## config.mk

```make
export PLATFORM = sky130hd
export DESIGN_NAME = rat_intr_ctrl
export DESIGN_NICKNAME = d
export VERILOG_FILES = /design/src/rtl/rat_intr_ctrl.sv
export SDC_FILE = /design/constraint.sdc
export NUM_CORES = 1
export LEC_CHECK = 0
export ABC_AREA = 1
export CAP_MARGIN = 0
export CORE_ASPECT_RATIO = 2
export CORE_MARGIN = 2
export CORE_UTILIZATION = 42
export DETAILED_ROUTE_END_ITERATION = 10
export HOLD_SLACK_MARGIN = 0.15
export PLACE_DENSITY = 0.81
export SYNTH_ARGS = -nofsm -noshare
export SYNTH_HDL_FRONTEND = slang
export SYNTH_SLANG_ARGS = --single-unit
```

## constraint.sdc

```tcl
create_clock -name CLK -period 1.2 [get_ports CLK]
set_input_delay 0.12 -clock CLK [delete_from_list [all_inputs] [get_ports CLK]]
set_output_delay 0.12 -clock CLK [all_outputs]
set_load 0.005 [all_outputs]
```

## src/rtl/rat_intr_ctrl.sv

```systemverilog
// Multi-source interrupt controller for the RAT CPU: synchronises and edge-detects IRQ lines,
// latches them as pending, masks them and hands one fixed-priority winner to the control unit.
module rat_intr_ctrl #(
  parameter int unsigned          N_SRC     = 4,
  parameter int unsigned          VEC_W     = 10,
  parameter logic [VEC_W-1:0]     VEC_BASE  = 10'h3F8,
  parameter logic [7:0]           MASK_PORT = 8'h30,
  parameter logic [7:0]           CLR_PORT  = 8'h31,
  parameter logic [7:0]           STAT_PORT = 8'h32
) (
  input  logic             CLK,
  input  logic             RESET,
  input  logic [N_SRC-1:0] IRQ_IN,
  input  logic             I_EN,
  input  logic             INTR_ACK,
  input  logic             RETI,
  input  logic             IO_STRB,
  input  logic [7:0]       PORT_ID,
  input  logic [7:0]       OUT_PORT,
  output logic             INTR,
  output logic [VEC_W-1:0] INT_VECTOR,
  output logic [7:0]       PEND_STAT,
  output logic [2:0]       ACTIVE_ID
);

  typedef enum logic [1:0] {StIdle, StReq, StSvc} state_t;

  state_t           r_state;
  logic [N_SRC-1:0] r_s1, r_s2, r_s3;
  logic [N_SRC-1:0] r_pend;
  logic [N_SRC-1:0] r_mask;
  logic [2:0]       r_act_id;
  logic [VEC_W-1:0] r_vec;
  logic             r_intr;
  logic             r_in_svc;

  logic [N_SRC-1:0] w_edge;
  logic [N_SRC-1:0] w_elig;
  logic [N_SRC-1:0] w_act_oh;
  logic [N_SRC-1:0] w_ack_clr;
  logic [N_SRC-1:0] w_port_clr;
  logic [2:0]       w_win_id;
  logic             w_act_pend;
  logic             w_mask_wr;
  logic             w_clr_wr;
  logic [7:0]       w_pend8;
  logic             w_unused;

  // STAT_PORT only qualifies the CPU-side IN mux; OUT_PORT bits above N_SRC carry nothing.
  assign w_unused = ^{OUT_PORT, STAT_PORT};

  // Two-flop synchroniser plus one delay stage for rising-edge detection.
  always_ff @(posedge CLK) begin
    if (RESET) begin
      r_s1 <= '0;
      r_s2 <= '0;
      r_s3 <= '0;
    end else begin
      r_s1 <= IRQ_IN;
      r_s2 <= r_s1;
      r_s3 <= r_s2;
    end
  end

  assign w_edge     = r_s2 & ~r_s3;
  assign w_elig     = r_pend & r_mask;
  assign w_mask_wr  = IO_STRB && (PORT_ID == MASK_PORT);
  assign w_clr_wr   = IO_STRB && (PORT_ID == CLR_PORT);
  assign w_port_clr = w_clr_wr ? OUT_PORT[N_SRC-1:0] : '0;

  // Lowest index wins.
  always_comb begin
    w_win_id = '0;
    for (int i = int'(N_SRC) - 1; i >= 0; i--) begin
      if (w_elig[i]) w_win_id = 3'(i);
    end
  end

  always_comb begin
    w_act_oh = '0;
    for (int i = 0; i < int'(N_SRC); i++) begin
      w_act_oh[i] = (r_act_id == 3'(i));
    end
  end

  assign w_act_pend = |(r_pend & w_act_oh);
  assign w_ack_clr  = ((r_state == StReq) && INTR_ACK) ? w_act_oh : '0;

  // A new edge overrides any clear landing on the same bit in the same cycle.
  always_ff @(posedge CLK) begin
    if (RESET) begin
      r_pend <= '0;
    end else begin
      r_pend <= (r_pend & ~(w_port_clr | w_ack_clr)) | w_edge;
    end
  end

  always_ff @(posedge CLK) begin
    if (RESET) begin
      r_mask <= '0;
    end else if (w_mask_wr) begin
      r_mask <= OUT_PORT[N_SRC-1:0];
    end
  end

  always_ff @(posedge CLK) begin
    if (RESET) begin
      r_state  <= StIdle;
      r_intr   <= 1'b0;
      r_in_svc <= 1'b0;
      r_act_id <= '0;
      r_vec    <= VEC_BASE;
    end else begin
      unique case (r_state)
        StIdle: begin
          if (I_EN && (|w_elig)) begin
            r_state  <= StReq;
            r_intr   <= 1'b1;
            r_act_id <= w_win_id;
            r_vec    <= VEC_BASE + VEC_W'(w_win_id);
          end
        end
        StReq: begin
          if (INTR_ACK) begin
            r_state  <= StSvc;
            r_intr   <= 1'b0;
            r_in_svc <= 1'b1;
          end else if (!I_EN || !w_act_pend) begin
            r_state <= StIdle;
            r_intr  <= 1'b0;
          end
        end
        StSvc: begin
          if (RETI) begin
            r_state  <= StIdle;
            r_in_svc <= 1'b0;
          end
        end
        default: begin
          r_state  <= StIdle;
          r_intr   <= 1'b0;
          r_in_svc <= 1'b0;
        end
      endcase
    end
  end

  // Bit 7 is reserved for in_service, so with eight sources pending[7] is not reported.
  assign w_pend8    = 8'(r_pend);
  assign PEND_STAT  = {r_in_svc, w_pend8[6:0]};
  assign INTR       = r_intr;
  assign INT_VECTOR = r_vec;
  assign ACTIVE_ID  = r_act_id;

endmodule
```

==> flow_summary.toml <==
[finish]
fin_cells = 223
multi_input_area_um2 = 497
final_nets = 221
seq_area_um2 = 536
synthToLayoutAreaGrowth_pct = 37.1
drive_gt1_frac = 0.201
nFillCells = 259
diodes = 0

[power]
p_per_area_mw_per_mm2 = 1010
ir_drop_mv = 0.820
p_leak_nw = 0.748
total_power_mw = 1.62

[hold_path]
hold_path_class = "in -> reg"
holdCritStartpoint = "IRQ_IN[0]"

[synthesis]
ys_types = 20
ys_seq_area_frac = 0.447
synthMostInstantiatedCell = "dfxtp_1"
yosys-top-cells-count = "26 x dfxtp_1, 25 x inv_1, 21 x nand2_1"
ys_seq_elements = 26
synth_cells = 158
syn-cell-area_mm2 = 0.00116
synth_top_cell_area_share = 0.447
yosys_warnings = 0
avgSynthCellArea_um2 = 7.37
synth_area_leaders = "dfxtp_1 45%, buf_4 9.7%, inv_1 8.1%"
ys_async_sr_fraction = 0
synth_edf_count = 0
yosysTopAreaCell = "dfxtp_1"
synthFlopType = "dfxtp_1"

[timing]
setup_violations = 0
finalClockSkew_ns = 0.00112
fin_crit_ns = 1.17
layout_worst_path_cycle_share = 0.971
final_hold_viol_count = 0
setup_slack_ns = 0.0347
clock.fmax_mhz = 858
maxSlewViolCount = 0
rsz0062_at_grt = "true"

[detailed_routing]
postRouteAntennaNets = 0
drtPass1Iterations = 4
routedWlPerCell_um = 10.1
via_per_inst = 4.79
wl_um = 2250
vias = 1068
route.detailed.drc = 0
drt_iter0_markers = 25

[grt]
first_global_vias = 987
grt_overflow = 0
grt_start_max_net_pins = 21
antenna_found_initial = 0
grt_pass1_wl_um = 3840
grt_usage = 0.169

[clocking]
clockBufferDepth = 2
cts_htree_levels = 1
cts-root-buf = "clkbuf_8"
cts.sinks = 26
tritoncts = "done"
worstSkewPairLatency_ns = 0.27
cts_buffers = 3
ctsHoldBuffers = 0
path_clk_slew_ns = 0.08

[critical_path]
r2r_cells = 8
cp-endpoint = "INTR"
r2r_end = "INTR"
crit_type = "reg -> reg"
r2r_start = "r_pend[1]"
critPathTopFamily = "flip-flops"
path_cells = "buf_4 > buf_6 > nand3_2 > nand2_2 > o21ai_2 > nand3_1 > nand2_1 > a21oi_2"
cpMaxStageDelayCell = "dfxtp_2"
worst-path-buf-inv = 2
crit_path_end_kind = "flop"
cp_data_arrival_time_ns = 1.33
reg2reg_slack_ns = 0.03
cp_max_fo = 2
path_depth = 8
cp.required_ns = 1.36
critPathLaunchType = "flop"
crit_start = "r_pend[1]"
slowest_delay_ns = 0.33

[place]
portBuffers = 31
pre_cts_ws_ns = -0.177
hpwl_um = 1720
dp_cells = 215
routabilityCongestion = 0.735

[die]
die_area_mm2 = 0.00324
die_x_um = 41.2
initial_core_util = 0.431
core_area_mm2 = 0.00270
die_h_um = 78.5
rows = 27
ios = 48

[flow_run]
maxCapViolCount = 0

[outcome]
outcome = "complete, no violations"
-- how the worst min path moves through the flow --
stage	end	slack, ns	cells after the start
2_1_floorplan	r_s1[0]	0.23	2
3_3_place_gp	r_s2[2]	0.39	2
3_5_place_dp	r_s2[1]	0.40	2
4_1_cts	r_s1[3]	0.36	3
5_1_grt	r_s1[0]	0.37	3
6_report	r_s1[0]	0.36	3
-- cell families after synthesis --
kind of cell           count (synthesis)  synth area share
flip-flops                            26             0.447
buffers and inverters                 44             0.192
AND/OR/NAND/NOR                       60             0.231
other                                  2           0.00645
AO/OA/AOI/OAI                         26             0.124
-- flip-flops by register name, summed over array words and instances (netlist names) --
name,count
INTR,1
r_s3,4
r_s2,4
r_pend,4
r_state,2
r_mask,4
r_in_svc,1
r_s1,4
ACTIVE_ID,2
-- repair_timing --
item                       in CTS  in global routing
setup endpoints to repair      11                  8
resized for setup              20                 17
setup buffers                   6                  1
pin swaps                       0                 12
-- per-stage QoR --
step	hold WS (ns)	setup TNS, ns	utilization	instance area [um^2]
after floorplan	0.227	0	-	1200
after global placement	0.391	-1.13	0.540	1460
after detailed placement	0.398	-1.25	0.540	1460
after CTS	0.356	0	0.578	1560
after global routing	0.368	-0.115	0.591	1600
final	0.357	0	0.591	1600
-- worst reg2reg max path, cell delays in order (launching register included) --
cell and delay [ns]:
dfxtp_2 0.33, buf_4 0.13, buf_6 0.11, nand3_2 0.06, nand2_2 0.05, o21ai_2 0.15
nand3_1 0.09, nand2_1 0.09, a21oi_2 0.05
-- power by group --
| part | internal (mW) | switching, mW |
|---|---|---|
| clock | 0.293 | 0.264 |
| combinational | 0.0974 | 0.0697 |
| sequential | 0.884 | 0.0113 |
-- area by class of cell --
| type | count | area share |
|---|---|---|
| Multi-Input combinational cell | 98 | 0.311 |
| Clock buffer | 4 | 0.0345 |
| Sequential cell | 26 | 0.335 |
| Tap cell | 29 | 0.0227 |
| Inverter | 27 | 0.0666 |
| Timing Repair Buffer | 39 | 0.230 |
-- placed cells by master (no fill, tap or decap), drive strengths merged, types with 6 or more instances in the layout --
cell type      count
a21oi             10
nor3               6
buf                8
nor2              21
dlygate4sd2       10
nand2             21
nand3             10
clkdlybuf4s50     19
conb              12
inv               27
dfxtp             26
o21ai             12
-- per-layer routing --
layer | up-vias | track usage | wire length [um]
met5 | - | 0 | 0
met4 | 0 | 0.106 | 68
met3 | 8 | 0.0254 | 112
met2 | 40 | 0.289 | 1260
met1 | 481 | 0.172 | 800
li1 | 539 | - | -
(Power assumes the default switching activity.)
